**src/rtl/laser_pool.sv**
```systemverilog
// Pool of independent laser slots: shoot-edge capture, frame-paced launch with
// cooldown, upward motion, hit/border retirement and per-pixel sprite output.
module laser_pool #(
    parameter int NUM_LASERS      = 3,
    parameter int CANNON_Y        = 470,
    parameter int UPPER_BORDER    = 100,
    parameter int SCALING         = 4,
    parameter int LASER_SPEED     = 6,
    parameter int COOLDOWN_FRAMES = 8,
    parameter int X_OFFSET        = 6
) (
    input  logic                      clk,
    input  logic                      reset_n,
    input  logic                      frame_tick,
    input  logic                      shoot,
    input  logic [9:0]                cannon_x,
    input  logic [9:0]                hpos,
    input  logic [9:0]                vpos,
    input  logic [NUM_LASERS-1:0]     hit_alien,
    output logic [NUM_LASERS-1:0]     laser_active,
    output logic [10*NUM_LASERS-1:0]  laser_x,
    output logic [10*NUM_LASERS-1:0]  laser_y,
    output logic                      laser_gfx,
    output logic                      fire_pulse,
    output logic                      shot_dropped
);

    localparam int CD_W = (COOLDOWN_FRAMES < 1) ? 1 : $clog2(COOLDOWN_FRAMES + 1);
    localparam logic [CD_W-1:0] CD_LOAD  = CD_W'(COOLDOWN_FRAMES);
    localparam logic [9:0]      LAUNCH_Y = 10'(CANNON_Y);
    localparam logic [9:0]      MIN_Y    = 10'(UPPER_BORDER + LASER_SPEED);
    localparam logic [9:0]      STEP_Y   = 10'(LASER_SPEED);
    localparam logic [9:0]      X_OFS    = 10'(X_OFFSET);
    localparam logic [10:0]     BOX_W    = 11'(SCALING);
    localparam logic [10:0]     BOX_H    = 11'(4 * SCALING);

    logic                      shoot_q;
    logic                      arm_q;
    logic                      pending_q, pending_d;
    logic [CD_W-1:0]           cd_q, cd_d;
    logic [NUM_LASERS-1:0]     active_q, active_d;
    logic [10*NUM_LASERS-1:0]  x_q, x_d;
    logic [10*NUM_LASERS-1:0]  y_q, y_d;
    logic                      fire_q, fire_d;
    logic                      drop_q, drop_d;

    logic                      shoot_edge;
    logic                      launch;
    logic [NUM_LASERS-1:0]     free_slots;
    logic [NUM_LASERS-1:0]     launch_sel;
    logic [9:0]                launch_x;

    // arm_q blocks a level held through reset release from looking like an edge
    assign shoot_edge = shoot & ~shoot_q & arm_q;
    assign free_slots = ~active_q;
    assign launch_sel = free_slots & (~free_slots + NUM_LASERS'(1));
    assign launch     = frame_tick & pending_q & (cd_q == '0) & (|free_slots);
    assign launch_x   = cannon_x + X_OFS;

    always_comb begin
        pending_d = pending_q;
        cd_d      = cd_q;
        active_d  = active_q;
        x_d       = x_q;
        y_d       = y_q;
        fire_d    = launch;
        drop_d    = frame_tick & pending_q & ~launch;

        // A tick consumes the outstanding request; an edge on the same clk queues a new one
        if (frame_tick) begin
            pending_d = 1'b0;
        end
        if (shoot_edge) begin
            pending_d = 1'b1;
        end

        if (launch) begin
            cd_d = CD_LOAD;
        end else if (frame_tick && (cd_q != '0)) begin
            cd_d = cd_q - CD_W'(1);
        end

        for (int i = 0; i < NUM_LASERS; i++) begin
            if (frame_tick && active_q[i]) begin
                if (y_q[10*i +: 10] < MIN_Y) begin
                    active_d[i] = 1'b0;
                end else begin
                    y_d[10*i +: 10] = y_q[10*i +: 10] - STEP_Y;
                end
            end
            if (hit_alien[i] && active_q[i]) begin
                active_d[i] = 1'b0;
            end
            if (launch && launch_sel[i]) begin
                active_d[i]     = 1'b1;
                x_d[10*i +: 10] = launch_x;
                y_d[10*i +: 10] = LAUNCH_Y;
            end
        end
    end

    always_ff @(posedge clk or negedge reset_n) begin
        if (!reset_n) begin
            shoot_q   <= 1'b0;
            arm_q     <= 1'b0;
            pending_q <= 1'b0;
            cd_q      <= '0;
            active_q  <= '0;
            x_q       <= '0;
            y_q       <= '0;
            fire_q    <= 1'b0;
            drop_q    <= 1'b0;
        end else begin
            shoot_q   <= shoot;
            arm_q     <= arm_q | ~shoot;
            pending_q <= pending_d;
            cd_q      <= cd_d;
            active_q  <= active_d;
            x_q       <= x_d;
            y_q       <= y_d;
            fire_q    <= fire_d;
            drop_q    <= drop_d;
        end
    end

    // Boxes compared at 11 bits so a box touching row/column 1023 does not wrap
    always_comb begin
        laser_gfx = 1'b0;
        for (int i = 0; i < NUM_LASERS; i++) begin
            if (active_q[i]
                && ({1'b0, hpos} >= {1'b0, x_q[10*i +: 10]})
                && ({1'b0, hpos} <  ({1'b0, x_q[10*i +: 10]} + BOX_W))
                && ({1'b0, vpos} >= {1'b0, y_q[10*i +: 10]})
                && ({1'b0, vpos} <  ({1'b0, y_q[10*i +: 10]} + BOX_H))) begin
                laser_gfx = 1'b1;
            end
        end
    end

    assign laser_active = active_q;
    assign laser_x      = x_q;
    assign laser_y      = y_q;
    assign fire_pulse   = fire_q;
    assign shot_dropped = drop_q;

endmodule

```
**config.mk**
```make
export PLATFORM = sky130hd
export DESIGN_NAME = laser_pool
export DESIGN_NICKNAME = d
export VERILOG_FILES = /design/src/rtl/laser_pool.sv
export SDC_FILE = /design/constraint.sdc
export NUM_CORES = 1
export LEC_CHECK = 0
export BUFFER_PORTS_ARGS = -buffer_cell sky130_fd_sc_hd__buf_2
export CAP_MARGIN = 20
export CORE_ASPECT_RATIO = 0.7
export CORE_MARGIN = 3
export CORE_UTILIZATION = 35
export CTS_CLUSTER_DIAMETER = 50
export DETAILED_ROUTE_END_ITERATION = 12
export PLACE_DENSITY = 0.53
export REMOVE_ABC_BUFFERS = 1
export SLEW_MARGIN = 10
export SYNTH_ARGS = -nofsm -noshare
export SYNTH_HDL_FRONTEND = slang
export SYNTH_SLANG_ARGS = --single-unit
export TNS_END_PERCENT = 5
```
**constraint.sdc**
```tcl
create_clock -name clk -period 4.9 [get_ports clk]
set_input_delay 0 -clock clk [delete_from_list [all_inputs] [get_ports clk]]
set_output_delay 0 -clock clk [all_outputs]
set_load 0.005 [all_outputs]
```
==> metrics.md <==
| Metric | Value |
|---|---|
| CP endpoint kind | `primary output` |
| Leak | `between 0.003 and 0.004 uW` |
| Library cells used by synthesis | `61` |
| Startpoint Class | `flop` |
| DRC Markers | `0` |
| H-tree depth | `3` |
| Vias in the first global route | `5440` |
| Critical Path Start | `laser_x[24]` |
| Max clock buf depth | `2` |
| Fin crit period | `just under 3000 ps` |
| Max FO, Critical Path | `7` |
| Async SR Flop Fraction | `1.000` |
| Max_cap viols | `0` |
| Post-synthesis sequential area ratio | `0.2815` |
| Post_cts resized | `0` |
| Starting Density | `0.3665` |
| GR Overflow Total | `0` |
| Yosys top cell area share | `0.2815` |
| Worst r2r src | `laser_y[24]` |
| Kind of critical path | `flop to primary output` |
| Final setup vio count | `0` |
| Die area | `about 19000 um2` |
| Post-DR wirelength/cell | `approximately 17 um` |
| Crit path DAT | `around 3000 ps` |
| Post-DP Area | `6830 um2` |
| Worst-Margin Slew | `~940 ps` |
| Total negative slack | `0 ps` |
| Clk root buf | `clkbuf_16` |
| Post-DP HPWL | `about 14 mm` |
| Top cells by area, synth | `dfrtp_1 28%, ha_1 24%, xnor2_1 6.4%, nand2_1 4.8%, o21ai_0 4.4%` |
| Hold crit path type | `input port to flop` |
| CTS tree | `built` |
| CTS Buf Count | `9` |
| Final ANT Viol Nets | `0` |
| Drt first pass iters | `5` |
| Worst r2r path cells | `8` |
| Unrepaired setup endpoints after global routing | `no` |
| Fmax | `between 0.3 and 0.4 GHz` |
| Cell row count | `39` |
| Detailed Route Iter0 Violations | `217` |
| Post-synth top cells | `119 x ha_1, 79 x nand2_1, 71 x inv_1` |
| YS warnings | `0` |
| Clock Sinks | `just under 70` |
| Share of layout cells above drive strength 1 | `0.1621` |
| Post-Synthesis Cells | `695` |
| Vias | `between 5k and 6k` |
| Leading area contributor after synthesis | `dfrtp_1` |
| Vias per std cell | `~5.2` |
| Required @ worst endpoint | `between 4000 and 5000 ps` |
| Die height | `~120 um` |
| Hold_ws | `just over 90 ps` |
| Clk_skew | `12.91 ps` |
| Slew HR | `0.3718` |
| Slew Limit Fails | `0` |
| Avg Inst Size Synth | `about 8.8 um2` |
| Final worst-path cycle share | `0.6065` |
| GRT Resource Usage Total | `0.1924` |
| GPL Wtd Cong | `0.8956` |
| Placed Cells | `1005` |
| Number of enable flip-flop cells after synthesis | `0` |
| Hold Crit Start | `frame_tick` |
| Initial antenna violation count | `2` |
| R2R Setup Slk | `around 2600 ps` |
| Hold Vio Cnt, Final | `0` |
| Layout Cells excl Fill | `1029` |
| Top-count cell post-synth | `ha_1` |
| Min-Delay Path Depth | `3` |
| Synth Flop Type | `dfrtp_1` |
| Power Dens Cells | `roughly 340 nW/um2` |
| Peak supply drop | `about 0.23 mV` |
| Largest net degree at the start of global routing | `70` |
| Post-Syn Area | `around 6000 um2` |
| Post-CTS Setup Repair Bufs | `0` |
| Later-pin clock latency in the skew report | `between 300 and 400 ps` |
| Ports | `around 100` |
| Global-route wire length before repair | `between 20 and 30 mm` |
| PortBufs | `between 90 and 100` |
| Area grow syn2layout | `16.91%` |
| Yosys reg bits | `69` |
| Core ar. | `between 15000 and 20000 um2` |
| Wirelength, routed | `around 18 mm` |
| Outcome | `finished clean` |
| Die Wd | `around 160 um` |
| Clock transition at path regs | `70 ps` |
| Design area | `7172 um2` |
| Layout Nets | `~950` |
-- layout by cell type (no fill, tap or decap), drive strengths merged, types with 3 or more instances in the layout --
master / Yosys / routed
a21o: 8 / 8
a21oi: 31 / 31
nor2: 22 / 22
nor3b: 3 / 3
nand3: 34 / 34
nand2b: 8 / 8
dfrtp: 69 / 69
conb: 1 / 3
nor2b: 6 / 6
nand3b: 4 / 4
clkinvlp: 0 / 3
buf: 13 / 100
ha: 119 / 119
a211oi: 4 / 4
clkbuf: 4 / 9
a221oi: 3 / 3
inv: 71 / 71
xor2: 5 / 5
nor4: 10 / 10
nand2: 80 / 80
a31oi: 4 / 4
xnor2: 45 / 45
nor3: 17 / 17
o21ai: 61 / 61
o311ai: 4 / 4
nand4: 6 / 6
o21a: 8 / 8
and3: 3 / 3
dlygate4sd3: 0 / 7
or3: 8 / 8
a2111oi: 3 / 3
o211ai: 13 / 13
clkinv: 0 / 3
-- area by class of cell --
class / instances / area [um2]
Tap cell: 225 / 281.5
Fill cell: 1658 / 9565
Multi-Input combinational cell: 540 / 4043
Timing Repair Buffer: 107 / 583.1
Antenna cell: 2 / 5.005
Inverter: 71 / 266.5
Sequential cell: 69 / 1727
Clock inverter: 6 / 41.29
Clock buffer: 9 / 225.2
-- cells by family (layout without fill, tap and decap cells) --
kind of cell | count (synthesis) | in the layout | synth area share
AND/OR/NAND/NOR | 211 | 211 | 0.1779
flip-flops | 69 | 69 | 0.2815
other | 1 | 5 | 0.0006113
adder cells (fa/ha/maj) | 119 | 119 | 0.2427
XOR/XNOR | 50 | 50 | 0.07138
buffers and inverters | 88 | 193 | 0.06078
AO/OA/AOI/OAI | 157 | 157 | 0.1652
-- power by group --
group          internal (uW)  switching (uW)
Sequential               682             170
Combinational            450             553
Clock                    339             272
-- what timing repair did --
item,4_1_cts,5_1_grt
hold buffers,7,0
endpoints found under the setup margin,0,0
hold endpoints to repair,81,0
-- per-layer routing --
| layer | up-vias | track usage | share of wire |
|---|---|---|---|
| li1 | 2679 | - | - |
| met1 | 2573 | 0.2750 | 0.51 |
| met2 | 109 | 0.2935 | 0.43 |
| met3 | 22 | 0.04006 | 0.046 |
| met4 | 0 | 0.05634 | 0.017 |
| met5 | - | 0 | 0 |
-- registers in the layout, indices dropped and copies added (netlist names) --
name / cells
shot_dropped: 1
laser_y: 27
arm_q: 1
pending_q: 1
laser_active: 3
shoot_q: 1
cd_q: 4
laser_x: 30
fire_pulse: 1
-- per-stage QoR --
step	worst slack, ps	utilization	total power (uW)
CTS	1908	0.4282	2492
finish	1928	0.4285	2467
detailed placement	2331	0.4081	1858
global placement	2323	0.4072	1802
floorplan	2804	-	1482
global route	1690	0.4285	2691
-- worst max-delay path, stage by stage, from the launching register on --
cell and delay [ps]:
dfrtp_1 450, and4_1 270, nand4_1 140, xnor2_1 210, ha_1 280, a21oi_1 150
nand2_1 70, a211o_1 290, a221oi_1 230, nand4_1 200, o211ai_1 180, buf_2 160
-- path summary, 6_finish.rpt --
path | end
max in group asynchronous | laser_y[4]
min | cd_q[1]
max | laser_gfx
min in group asynchronous | laser_x[23]
min reg2reg | pending_q
max reg2reg | laser_y[27]
(Power assumes the default switching activity.)
